### src/rtl/dmem_ctrl_if.sv
// Bundle between the load/store stage, the data-memory controller and the data RAM.
// Request side: req_valid/req_ready/req_we/req_addr/req_wdata.
// Response side: rsp_valid/rsp_rdata, plus the wbuf_empty fence indication.
// RAM side: mem_rd/mem_raddr, mem_wr/mem_waddr/mem_wdata, and mem_rdata returned one cycle after mem_rd.
// master: the pipeline and RAM environment. slave: dmem_ctrl.
interface dmem_ctrl_if #(
  parameter int unsigned AWIDTH = 8,
  parameter int unsigned DWIDTH = 16
) ();
  logic              req_valid;
  logic              req_ready;
  logic              req_we;
  logic [AWIDTH-1:0] req_addr;
  logic [DWIDTH-1:0] req_wdata;
  logic              rsp_valid;
  logic [DWIDTH-1:0] rsp_rdata;
  logic              wbuf_empty;
  logic              mem_rd;
  logic [AWIDTH-1:0] mem_raddr;
  logic              mem_wr;
  logic [AWIDTH-1:0] mem_waddr;
  logic [DWIDTH-1:0] mem_wdata;
  logic [DWIDTH-1:0] mem_rdata;

  modport master (
    output req_valid, req_we, req_addr, req_wdata, mem_rdata,
    input  req_ready, rsp_valid, rsp_rdata, wbuf_empty,
           mem_rd, mem_raddr, mem_wr, mem_waddr, mem_wdata
  );

  modport slave (
    input  req_valid, req_we, req_addr, req_wdata, mem_rdata,
    output req_ready, rsp_valid, rsp_rdata, wbuf_empty,
           mem_rd, mem_raddr, mem_wr, mem_waddr, mem_wdata
  );
endinterface

### src/rtl/dmem_ctrl.sv
// Data-memory access controller. It takes one load or store per cycle.
// - Stores are posted into an in-order write buffer that drains to RAM in idle slots.
// - Loads are served by forwarding from the buffer, or otherwise by a RAM read.
// - The RAM never sees mem_rd and mem_wr together.
// Ports:
//   clk, rst - clock and asynchronous active-low reset.
//   bus      - dmem_ctrl_if.slave. Inputs: req_*, mem_rdata.
//              Registered outputs: rsp_*, mem_*, wbuf_empty.
//              req_ready is combinational on req_we and the buffer/FSM state.
module dmem_ctrl #(
  parameter int unsigned AWIDTH     = 8,
  parameter int unsigned DWIDTH     = 16,
  parameter int unsigned WBUF_DEPTH = 4
) (
  input  logic       clk,
  input  logic       rst,
  dmem_ctrl_if.slave bus
);

  localparam int unsigned PTR_W = (WBUF_DEPTH > 1) ? $clog2(WBUF_DEPTH) : 1;
  localparam int unsigned CNT_W = $clog2(WBUF_DEPTH + 1);

  typedef enum logic [1:0] {IDLE, RD_ISSUE, RD_WAIT} state_t;

  typedef struct packed {
    logic [AWIDTH-1:0] addr;
    logic [DWIDTH-1:0] data;
  } wbuf_entry_t;

  state_t            r_state;
  state_t            w_state_nxt;
  wbuf_entry_t       r_buf [WBUF_DEPTH];
  logic [PTR_W-1:0]  r_head;
  logic [PTR_W-1:0]  r_tail;
  logic [PTR_W-1:0]  w_idx;
  logic [CNT_W-1:0]  r_count;
  logic [CNT_W-1:0]  w_count_nxt;
  logic              w_full;
  logic              w_req_ready;
  logic              w_push;
  logic              w_load;
  logic              w_miss;
  logic              w_pop;
  logic              w_fwd_hit;
  logic [DWIDTH-1:0] w_fwd_data;

  logic              r_mem_rd;
  logic [AWIDTH-1:0] r_mem_raddr;
  logic              r_mem_wr;
  logic [AWIDTH-1:0] r_mem_waddr;
  logic [DWIDTH-1:0] r_mem_wdata;
  logic              r_rsp_valid;
  logic [DWIDTH-1:0] r_rsp_rdata;
  logic              r_wbuf_empty;

  // Store-to-load forwarding: scan oldest to youngest so the youngest match wins.
  always_comb begin
    w_fwd_hit  = 1'b0;
    w_fwd_data = '0;
    w_idx      = r_head;
    for (int i = 0; i < int'(WBUF_DEPTH); i++) begin
      w_idx = r_head + PTR_W'(i);
      if ((CNT_W'(i) < r_count) && (r_buf[w_idx].addr == bus.req_addr)) begin
        w_fwd_hit  = 1'b1;
        w_fwd_data = r_buf[w_idx].data;
      end
    end
  end

  // Next-state and handshake decode.
  always_comb begin
    w_state_nxt = r_state;
    w_full      = (r_count == CNT_W'(WBUF_DEPTH));
    w_req_ready = bus.req_we ? !w_full : (r_state == IDLE);
    w_push      = bus.req_valid && w_req_ready && bus.req_we;
    w_load      = bus.req_valid && w_req_ready && !bus.req_we;
    w_miss      = w_load && !w_fwd_hit;

    case (r_state)
      IDLE:     if (w_miss) w_state_nxt = RD_ISSUE;
      RD_ISSUE: w_state_nxt = RD_WAIT;
      RD_WAIT:  w_state_nxt = IDLE;
      default:  w_state_nxt = IDLE;
    endcase

    // The read slot has priority: no pop when the next cycle issues a RAM read.
    w_pop       = (r_count != '0) && (w_state_nxt != RD_ISSUE);
    w_count_nxt = r_count + CNT_W'(w_push) - CNT_W'(w_pop);
  end

  // State register.
  always_ff @(posedge clk or negedge rst) begin
    if (!rst) r_state <= IDLE;
    else      r_state <= w_state_nxt;
  end

  // Buffer pointers, RAM strobes and the response register.
  always_ff @(posedge clk or negedge rst) begin
    if (!rst) begin
      r_head       <= '0;
      r_tail       <= '0;
      r_count      <= '0;
      r_mem_rd     <= 1'b0;
      r_mem_raddr  <= '0;
      r_mem_wr     <= 1'b0;
      r_mem_waddr  <= '0;
      r_mem_wdata  <= '0;
      r_rsp_valid  <= 1'b0;
      r_rsp_rdata  <= '0;
      r_wbuf_empty <= 1'b1;
    end else begin
      r_head       <= r_head + PTR_W'(w_pop);
      r_tail       <= r_tail + PTR_W'(w_push);
      r_count      <= w_count_nxt;
      r_mem_rd     <= (w_state_nxt == RD_ISSUE);
      if (w_miss) r_mem_raddr <= bus.req_addr;
      r_mem_wr     <= w_pop;
      if (w_pop) begin
        r_mem_waddr <= r_buf[r_head].addr;
        r_mem_wdata <= r_buf[r_head].data;
      end
      // The RAM data is valid during RD_WAIT, so it is captured on the way back to IDLE.
      r_rsp_valid  <= (w_load && w_fwd_hit) || (r_state == RD_WAIT);
      if (w_load && w_fwd_hit)    r_rsp_rdata <= w_fwd_data;
      else if (r_state == RD_WAIT) r_rsp_rdata <= bus.mem_rdata;
      // Empty only when nothing is buffered and no write is about to be presented.
      r_wbuf_empty <= (w_count_nxt == '0) && !w_pop;
    end
  end

  // Buffer storage needs no reset; validity comes from the pointers and the count.
  always_ff @(posedge clk) begin
    if (w_push) r_buf[r_tail] <= '{addr: bus.req_addr, data: bus.req_wdata};
  end

  assign bus.req_ready  = w_req_ready;
  assign bus.rsp_valid  = r_rsp_valid;
  assign bus.rsp_rdata  = r_rsp_rdata;
  assign bus.wbuf_empty = r_wbuf_empty;
  assign bus.mem_rd     = r_mem_rd;
  assign bus.mem_raddr  = r_mem_raddr;
  assign bus.mem_wr     = r_mem_wr;
  assign bus.mem_waddr  = r_mem_waddr;
  assign bus.mem_wdata  = r_mem_wdata;

endmodule
### src/flat_wrapper.sv
// flat-port wrapper written by rule: the top's interface ports become plain ports
module dmem_ctrl_flat 
#(
  parameter int unsigned AWIDTH     = 8,
  parameter int unsigned DWIDTH     = 16,
  parameter int unsigned WBUF_DEPTH = 4
)
  (clk, rst, bus_req_valid, bus_req_we, bus_req_addr, bus_req_wdata, bus_mem_rdata, bus_req_ready, bus_rsp_valid, bus_rsp_rdata, bus_wbuf_empty, bus_mem_rd, bus_mem_raddr, bus_mem_wr, bus_mem_waddr, bus_mem_wdata);
  dmem_ctrl_if #(.AWIDTH(AWIDTH), .DWIDTH(DWIDTH)) bus_i ();
  input  logic clk;
  input  logic rst;
  input wire logic [$bits(bus_i.req_valid)-1:0] bus_req_valid;
  input wire logic [$bits(bus_i.req_we)-1:0] bus_req_we;
  input wire logic [$bits(bus_i.req_addr)-1:0] bus_req_addr;
  input wire logic [$bits(bus_i.req_wdata)-1:0] bus_req_wdata;
  input wire logic [$bits(bus_i.mem_rdata)-1:0] bus_mem_rdata;
  output wire logic [$bits(bus_i.req_ready)-1:0] bus_req_ready;
  output wire logic [$bits(bus_i.rsp_valid)-1:0] bus_rsp_valid;
  output wire logic [$bits(bus_i.rsp_rdata)-1:0] bus_rsp_rdata;
  output wire logic [$bits(bus_i.wbuf_empty)-1:0] bus_wbuf_empty;
  output wire logic [$bits(bus_i.mem_rd)-1:0] bus_mem_rd;
  output wire logic [$bits(bus_i.mem_raddr)-1:0] bus_mem_raddr;
  output wire logic [$bits(bus_i.mem_wr)-1:0] bus_mem_wr;
  output wire logic [$bits(bus_i.mem_waddr)-1:0] bus_mem_waddr;
  output wire logic [$bits(bus_i.mem_wdata)-1:0] bus_mem_wdata;
  assign bus_i.req_valid = bus_req_valid;
  assign bus_i.req_we = bus_req_we;
  assign bus_i.req_addr = bus_req_addr;
  assign bus_i.req_wdata = bus_req_wdata;
  assign bus_i.mem_rdata = bus_mem_rdata;
  assign bus_req_ready = bus_i.req_ready;
  assign bus_rsp_valid = bus_i.rsp_valid;
  assign bus_rsp_rdata = bus_i.rsp_rdata;
  assign bus_wbuf_empty = bus_i.wbuf_empty;
  assign bus_mem_rd = bus_i.mem_rd;
  assign bus_mem_raddr = bus_i.mem_raddr;
  assign bus_mem_wr = bus_i.mem_wr;
  assign bus_mem_waddr = bus_i.mem_waddr;
  assign bus_mem_wdata = bus_i.mem_wdata;
  dmem_ctrl #(.AWIDTH(AWIDTH), .DWIDTH(DWIDTH), .WBUF_DEPTH(WBUF_DEPTH)) u_core (.clk(clk), .rst(rst), .bus(bus_i));
endmodule
### config.mk
export PLATFORM = sky130hd
export DESIGN_NAME = dmem_ctrl_flat
export DESIGN_NICKNAME = d
export VERILOG_FILES = /design/src/rtl/dmem_ctrl_if.sv /design/src/rtl/dmem_ctrl.sv /design/src/flat_wrapper.sv
export SDC_FILE = /design/constraint.sdc
export NUM_CORES = 1
export LEC_CHECK = 0
export CAP_MARGIN = 0
export CORE_ASPECT_RATIO = 1.5
export CORE_MARGIN = 2
export CORE_UTILIZATION = 62
export DETAILED_ROUTE_END_ITERATION = 8
export HOLD_SLACK_MARGIN = 0.05
export PLACE_DENSITY = 0.87
export SLEW_MARGIN = 20
export SYNTH_ARGS = -nofsm -noshare
export SYNTH_HDL_FRONTEND = slang
export SYNTH_SLANG_ARGS = --single-unit
### constraint.sdc
create_clock -name clk -period 7.3 [get_ports clk]
set_clock_uncertainty 0.1 [all_clocks]
set_input_delay 0.73 -clock clk [delete_from_list [all_inputs] [get_ports clk]]
set_output_delay 0.73 -clock clk [all_outputs]
set_load 0.02 [all_outputs]
======== Yosys cells after proc, flatten, opt, wreduce, memory -nomap -nowiden ========
Memory sizes are Yosys's and may differ from the RTL's.
Index checks and enable logic that the tools add are counted.
Widths: inputs -> output; s select.
word-level totals
  output and inout bits ................... 53
  memories ................................ 1
  bits in writable memories ............... 96
  word-level logic and storage cells ...... 68
  flip-flop bits (word level) ............. 61
memories
  name          words  bits a word  read ports  clocked after Yosys merged registers in  write ports  line             text
  u_core.r_buf  4      24           4           0                                        1            dmem_ctrl.sv:32  wbuf_entry_t r_buf [WBUF_DEPTH];
cells by class
  $lt $le $gt $ge ......................... 4
  eq/ne operators ......................... 9
  $add $sub $neg .......................... 7
  multiplexer cells ....................... 15
  reduce and logical (&&, ||, !) cells .... 20
operators by type and width
  kind                 number
  $mux 16              6
  $eq 8x8->1           4
  $logic_and 1x1->1    11
  $mux 1               7
  $lt 1x3->1 const A   2
  $lt 2x3->1 const A   2
  $add 2x1->2          2
  $add 2x2->2 const B  2
  $eq 2x1->1 const B   2
  $logic_not 1->1      4
  $pmux 2 s2           1
  $add 3x1->3          1
  $eq 3x3->1 const B   1
  $logic_not 3->1      1
  $reduce_bool 3->1    1
  $sub 3x1->3          1
  $add 2x1->2 const B  1
  $eq 2x2->1 const B   1
  $logic_not 2->1      1
  $mux 2               1
  $ne 2x1->1 const B   1
  $reduce_bool 2->1    1
  $logic_or 1x1->1     1

======== Depth between registers and ports, before layout ========
An unclocked memory read counts as a cell.
  depth in word-level cells ............... 16
  depth in mapped cells ................... 19

======== Worst setup path before layout ========
Ideal clock, no wire load.
  kind .................................... in2reg
  from .................................... input bus_req_addr[5]
  to ...................................... register u_core.r_wbuf_empty (netlist: u_core.bus.wbuf_empty)
  path slack .............................. 3.104 ns
  arrival time ............................ 3.999 ns
  required time ........................... 7.103 ns
  cell stages on the path ................. 16
  library setup time ...................... 0.097 ns
  path buffers ............................ 3
  cell sequence ........................... clkbuf_1 > xnor2_1 > or3_1 > a2111oi_4 > and2_1 > buf_4 > nor4_2 > a22oi_4 > buf_6 > ha_1 > inv_1 > ha_1 > inv_1 > fa_1 > inv_1 > nor4_1
on the way
  cells in the longest elaborated chain, start to end .. 15
  elaborated cells between the ends (all ways) .. 22
ends and longest elaborated chain
  what                       line                text
  from (decl)                flat_wrapper.sv:14  input wire logic [$bits(bus_i.req_addr)-1:0] bus_req_addr;
  $eq 8x8->1                 dmem_ctrl.sv:63     if ((CNT_W'(i) < r_count) && (r_buf[w_idx].addr == bus.req_addr)) begin
  $logic_and 1x1->1          dmem_ctrl.sv:63
  $mux 1 (3 in a row)        dmem_ctrl.sv:63
  $mux 1 *                   dmem_ctrl.sv:63
  $logic_not 1->1 *          dmem_ctrl.sv:77     w_miss = w_load && !w_fwd_hit;
  $logic_and 1x1->1 *        dmem_ctrl.sv:77
  $mux 2 *                   dmem_ctrl.sv:80     IDLE: if (w_miss) w_state_nxt = RD_ISSUE;
  $pmux 2 s2 *               dmem_ctrl.sv:79     case (r_state)
  $ne 2x1->1 *               dmem_ctrl.sv:87     w_pop = (r_count != '0) && (w_state_nxt != RD_ISSUE);
  $logic_and 1x1->1 *        dmem_ctrl.sv:87
  net u_core.w_pop           dmem_ctrl.sv:43     logic w_pop;
  $sub 3x1->3 *              dmem_ctrl.sv:88     w_count_nxt = r_count + CNT_W'(w_push) - CNT_W'(w_pop);
  net u_core.w_count_nxt[1]  dmem_ctrl.sv:37     logic [CNT_W-1:0] w_count_nxt;
  $logic_not 3->1 *          dmem_ctrl.sv:127    r_wbuf_empty <= (w_count_nxt == '0) && !w_pop;
  $logic_and 1x1->1 *        dmem_ctrl.sv:127
  to (signal assigned)       dmem_ctrl.sv:127
  to (decl)                  dmem_ctrl.sv:54     logic r_wbuf_empty;
Mark *: on every way through the listed nets, which the timed path passes. The rest lies on a longest branch.
A chain may end at the register's enable or synchronous reset.

======== Final worst setup path ========
  from .................................... register u_core.r_head[1]
  to ...................................... register u_core.r_wbuf_empty (netlist: u_core.bus.wbuf_empty)
on the way
  cells in the longest elaborated chain, start to end .. 16
  elaborated cells between the ends (all ways) .. 26
ends and longest elaborated chain
  what                                             line              text
  from (decl)                                      dmem_ctrl.sv:33   logic [PTR_W-1:0] r_head;
  from (signal assigned)                           dmem_ctrl.sv:112  r_head <= r_head + PTR_W'(w_pop);
  $add 2x1->2 or $mem_v2 4x24 (tied branches)      -
  $mem_v2 4x24 *                                   -
  $eq 8x8->1 or $logic_and 1x1->1 (tied branches)  dmem_ctrl.sv:63
  $logic_and 1x1->1 or $mux 1 (tied branches)      dmem_ctrl.sv:63
  $mux 1 (2 in a row)                              dmem_ctrl.sv:63
  $mux 1 *                                         dmem_ctrl.sv:63
  $logic_not 1->1 *                                dmem_ctrl.sv:77
  $logic_and 1x1->1 *                              dmem_ctrl.sv:77
  $mux 2 *                                         dmem_ctrl.sv:80
  $pmux 2 s2 *                                     dmem_ctrl.sv:79
  $ne 2x1->1 *                                     dmem_ctrl.sv:87
  $logic_and 1x1->1 *                              dmem_ctrl.sv:87
  $sub 3x1->3 *                                    dmem_ctrl.sv:88
  net u_core.w_count_nxt[1]                        dmem_ctrl.sv:37
  $logic_not 3->1 *                                dmem_ctrl.sv:127
  $logic_and 1x1->1 *                              dmem_ctrl.sv:127
Marks and branches as above.

==> out/results.ini <==
[drt]
drc=0
drt_pass1_iterations=5
wl_um=20430
ant_nets=0
wl_per_cell_um=24.09
via_per_inst=6.844
drt_iter0_markers=383
vias=5804

[clocking]
clk_latency_ns=0.43
cts.sinks=157
cts_buffers=17
postCtsSetupRepairBufs=0
cts_tree=yes
clock_path_buffers=2
hold_buffers=0
cts.clk_slew.worst_paths_ns=0.06
htreeDepth=4
post_cts_resized=0
root_buffer=clkbuf_16

[yosys]
synth_cells=593
ys_seq_elements=157
synthAdderAreaFrac_pct=1.085
synth.distinct_cells=44
synth_edf_count=96
syn_area_per_cell_um2=14.78
synthTopCellsByCount=edfxtp_1, mux4_2, dfrtp_1
yosysTopAreaCell=edfxtp_1
yosys_most_used_dff=edfxtp_1
yosys.area_share.simple_pct=7.036
synth_area_leaders=edfxtp_1, mux4_2, dfrtp_1
synth_top_family_by_area=multiplexers
yosysTopAreaCellShare_pct=32.88
synth_compound_area_share_pct=5.766
synth_xor_area_share_pct=4.096
ys_warn_count=0
synth_nets=644
yosysSeqAreaShare_pct=50.31
synth_area_um2=8767
synthArstFlopShare_pct=38.85
yosysMostFrequentCell=edfxtp_1
synthMuxAreaShare_pct=27.53

[power_and_ir_drop]
finalPower_mw=4.196
ir_drop_mv=0.2956
p_per_area_nw_per_um2=400.9
leakage_nw=3.726

[setup_path]
critPathMaxFanout=78
critical_path_required_ns=7.51
start_kind=register
setup.worst_path.class=reg2reg
cp.arrival_ns=5.51
path_common_cell=inv_1
worstPathCellList=buf_4, mux4_2, xnor2_1, nand3_1, inv_2, and2_1, nor4_2, a22oi_4, ha_1, inv_1, ha_1, inv_1, fa_1, inv_1, nor4_1
path_buf_inv=5
crit_path_end_kind=register
crit_path_top_delay_cell=buf_4
crit_family=simple AND/OR/NAND/NOR gates
max_stage_delay_ns=0.88

[flow_run]
cap_viol_max_count=0

[final_layout]
drive_gt1_share_pct=23.43
num_antenna_cells=0
area_growth_syn_to_layout_pct=19.38
final_nets=721

[die]
rows=53
core-area_um2=13930
dieArea_um2=15130
die_w_um=101.1
initial_core_util_pct=62.96
dieHeight_um=149.6
io_pins=97

[place]
port_buffers=96
place.gp.congestion=0.8536
dpl.hpwl_um=12890

[global_routing]
antenna_found_initial=0
grt_pass1_wl_um=31880
grt_max_degree=79
grt_usage_pct=28.50
overflow=0
grt_pass1_vias=5976

[sta]
setup_viol=0
setup_tns_ns=0
slew_headroom_pct=28.14
finalCritPeriodShare_pct=72.59
fmax_ghz=0.1887
tightestPinTransition_ns=1.078
finalHoldViolations=0
fin_crit_ns=5.299
rsz0062_at_grt=false
drv_slew=0

[worst_hold_path]
hold_class=reg2reg

[status]
status=complete, no violations

==> stage by stage <==
stage	worst slack [ns]	cells	util (%)	hold slack, ns	area, um^2
global placement	2.292	816	70.14	0.3405	9768
global route	1.730	848	75.16	0.3984	10470
detailed placement	2.072	816	70.14	0.3698	9768
floorplan	3.104	593	-	0.3266	8767
finish	2.001	848	75.16	0.3824	10470
CTS	2.011	848	75.11	0.3742	10460
==> per-layer routing <==
metal	wire, um	global-route usage (%)	share of wire [%]
met4	773	14.80	3.8
met2	11310	49.74	55
met1	6925	33.03	34
met3	1416	5.465	6.9
met5	0	0	0
==> cells by family (layout without fill, tap and decap cells) <==
kind of cell / count (synthesis) / count (layout)
flops: 157 / 157
mux: 137 / 137
simple gates: 119 / 119
buf+inv: 76 / 166
compound gates: 56 / 56
xor+xnor: 41 / 41
fa+ha+maj: 7 / 7
==> cells in the final DEF, fill, tap and decap left out, drive strengths merged, types with 2 or more instances in the layout <==
cell type      netlist  routed
dfrtp               60      60
nand2               23      23
clkinv               0       3
clkinvlp             0       2
o211ai              16      16
bufinv               0       7
o21ai               18      18
a221oi              16      16
mux2i               24      24
clkdlybuf4s50        0      95
or2                  2       2
nor4                 5       5
clkbuf              20      18
nor2                22      22
inv                 28      30
buf                 28      11
mux4                80      80
edfxtp              96      96
nor3b                2       2
or3                 17      17
nand2b              17      17
a2111oi              2       2
xnor2               19      19
ha                   6       6
nand3               24      24
mux2                33      33
xor2                22      22
==> path summary, 6_finish.rpt <==
kind                              startpoint                 endpoint  slack [ns]  cells past startpoint
setup / recovery            u_core.r_head[1]    u_core.bus.wbuf_empty        2.00                     15
hold / removal             u_core.r_state[1]        u_core.r_state[1]        0.38                      1
setup reg to reg            u_core.r_head[1]    u_core.bus.wbuf_empty        2.00                     15
hold reg to reg            u_core.r_state[1]        u_core.r_state[1]        0.38                      1
max in group asynchronous                rst         u_core.r_head[1]        6.09                      2
min in group asynchronous                rst  u_core.bus.rsp_rdata[8]        0.39                      2
==> flip-flops by register name, summed over array words and instances, names as in the netlist <==
register               count
u_core.r_state             2
u_core.bus.mem_waddr       8
u_core.r_head              2
u_core.bus.mem_rd          1
u_core.r_count             3
u_core.r_buf              96
u_core.bus.rsp_valid       1
u_core.r_tail              2
u_core.bus.wbuf_empty      1
u_core.bus.mem_wr          1
u_core.bus.mem_raddr       8
u_core.bus.rsp_rdata      16
u_core.bus.mem_wdata      16
==> where the power goes <==
part / internal (mW) / total [mW] / switching [mW]
combinational: 0.948 / 1.81 / 0.859
clock: 0.678 / 1.04 / 0.364
sequential: 1.16 / 1.35 / 0.186
==> cell type report <==
cell class	instances	area, um^2
sequential	157	4418
multi-input combinational	360	4010
fill	828	3460
timing repair buffer	106	1035
clock buffer	18	429.2
clock inverter	14	262.8
tap	165	206.4
inverter	28	105.1
==> worst register-to-register path, cell delays in order (launching register included) <==
cell,delay (ns)
dfrtp_4,0.67
buf_4,0.88
mux4_2,0.52
xnor2_1,0.14
nand3_1,0.11
inv_2,0.15
and2_1,0.45
nor4_2,0.61
a22oi_4,0.11
ha_1,0.34
inv_1,0.06
ha_1,0.13
inv_1,0.05
fa_1,0.48
inv_1,0.05
nor4_1,0.32
(Power assumes the default switching activity.)
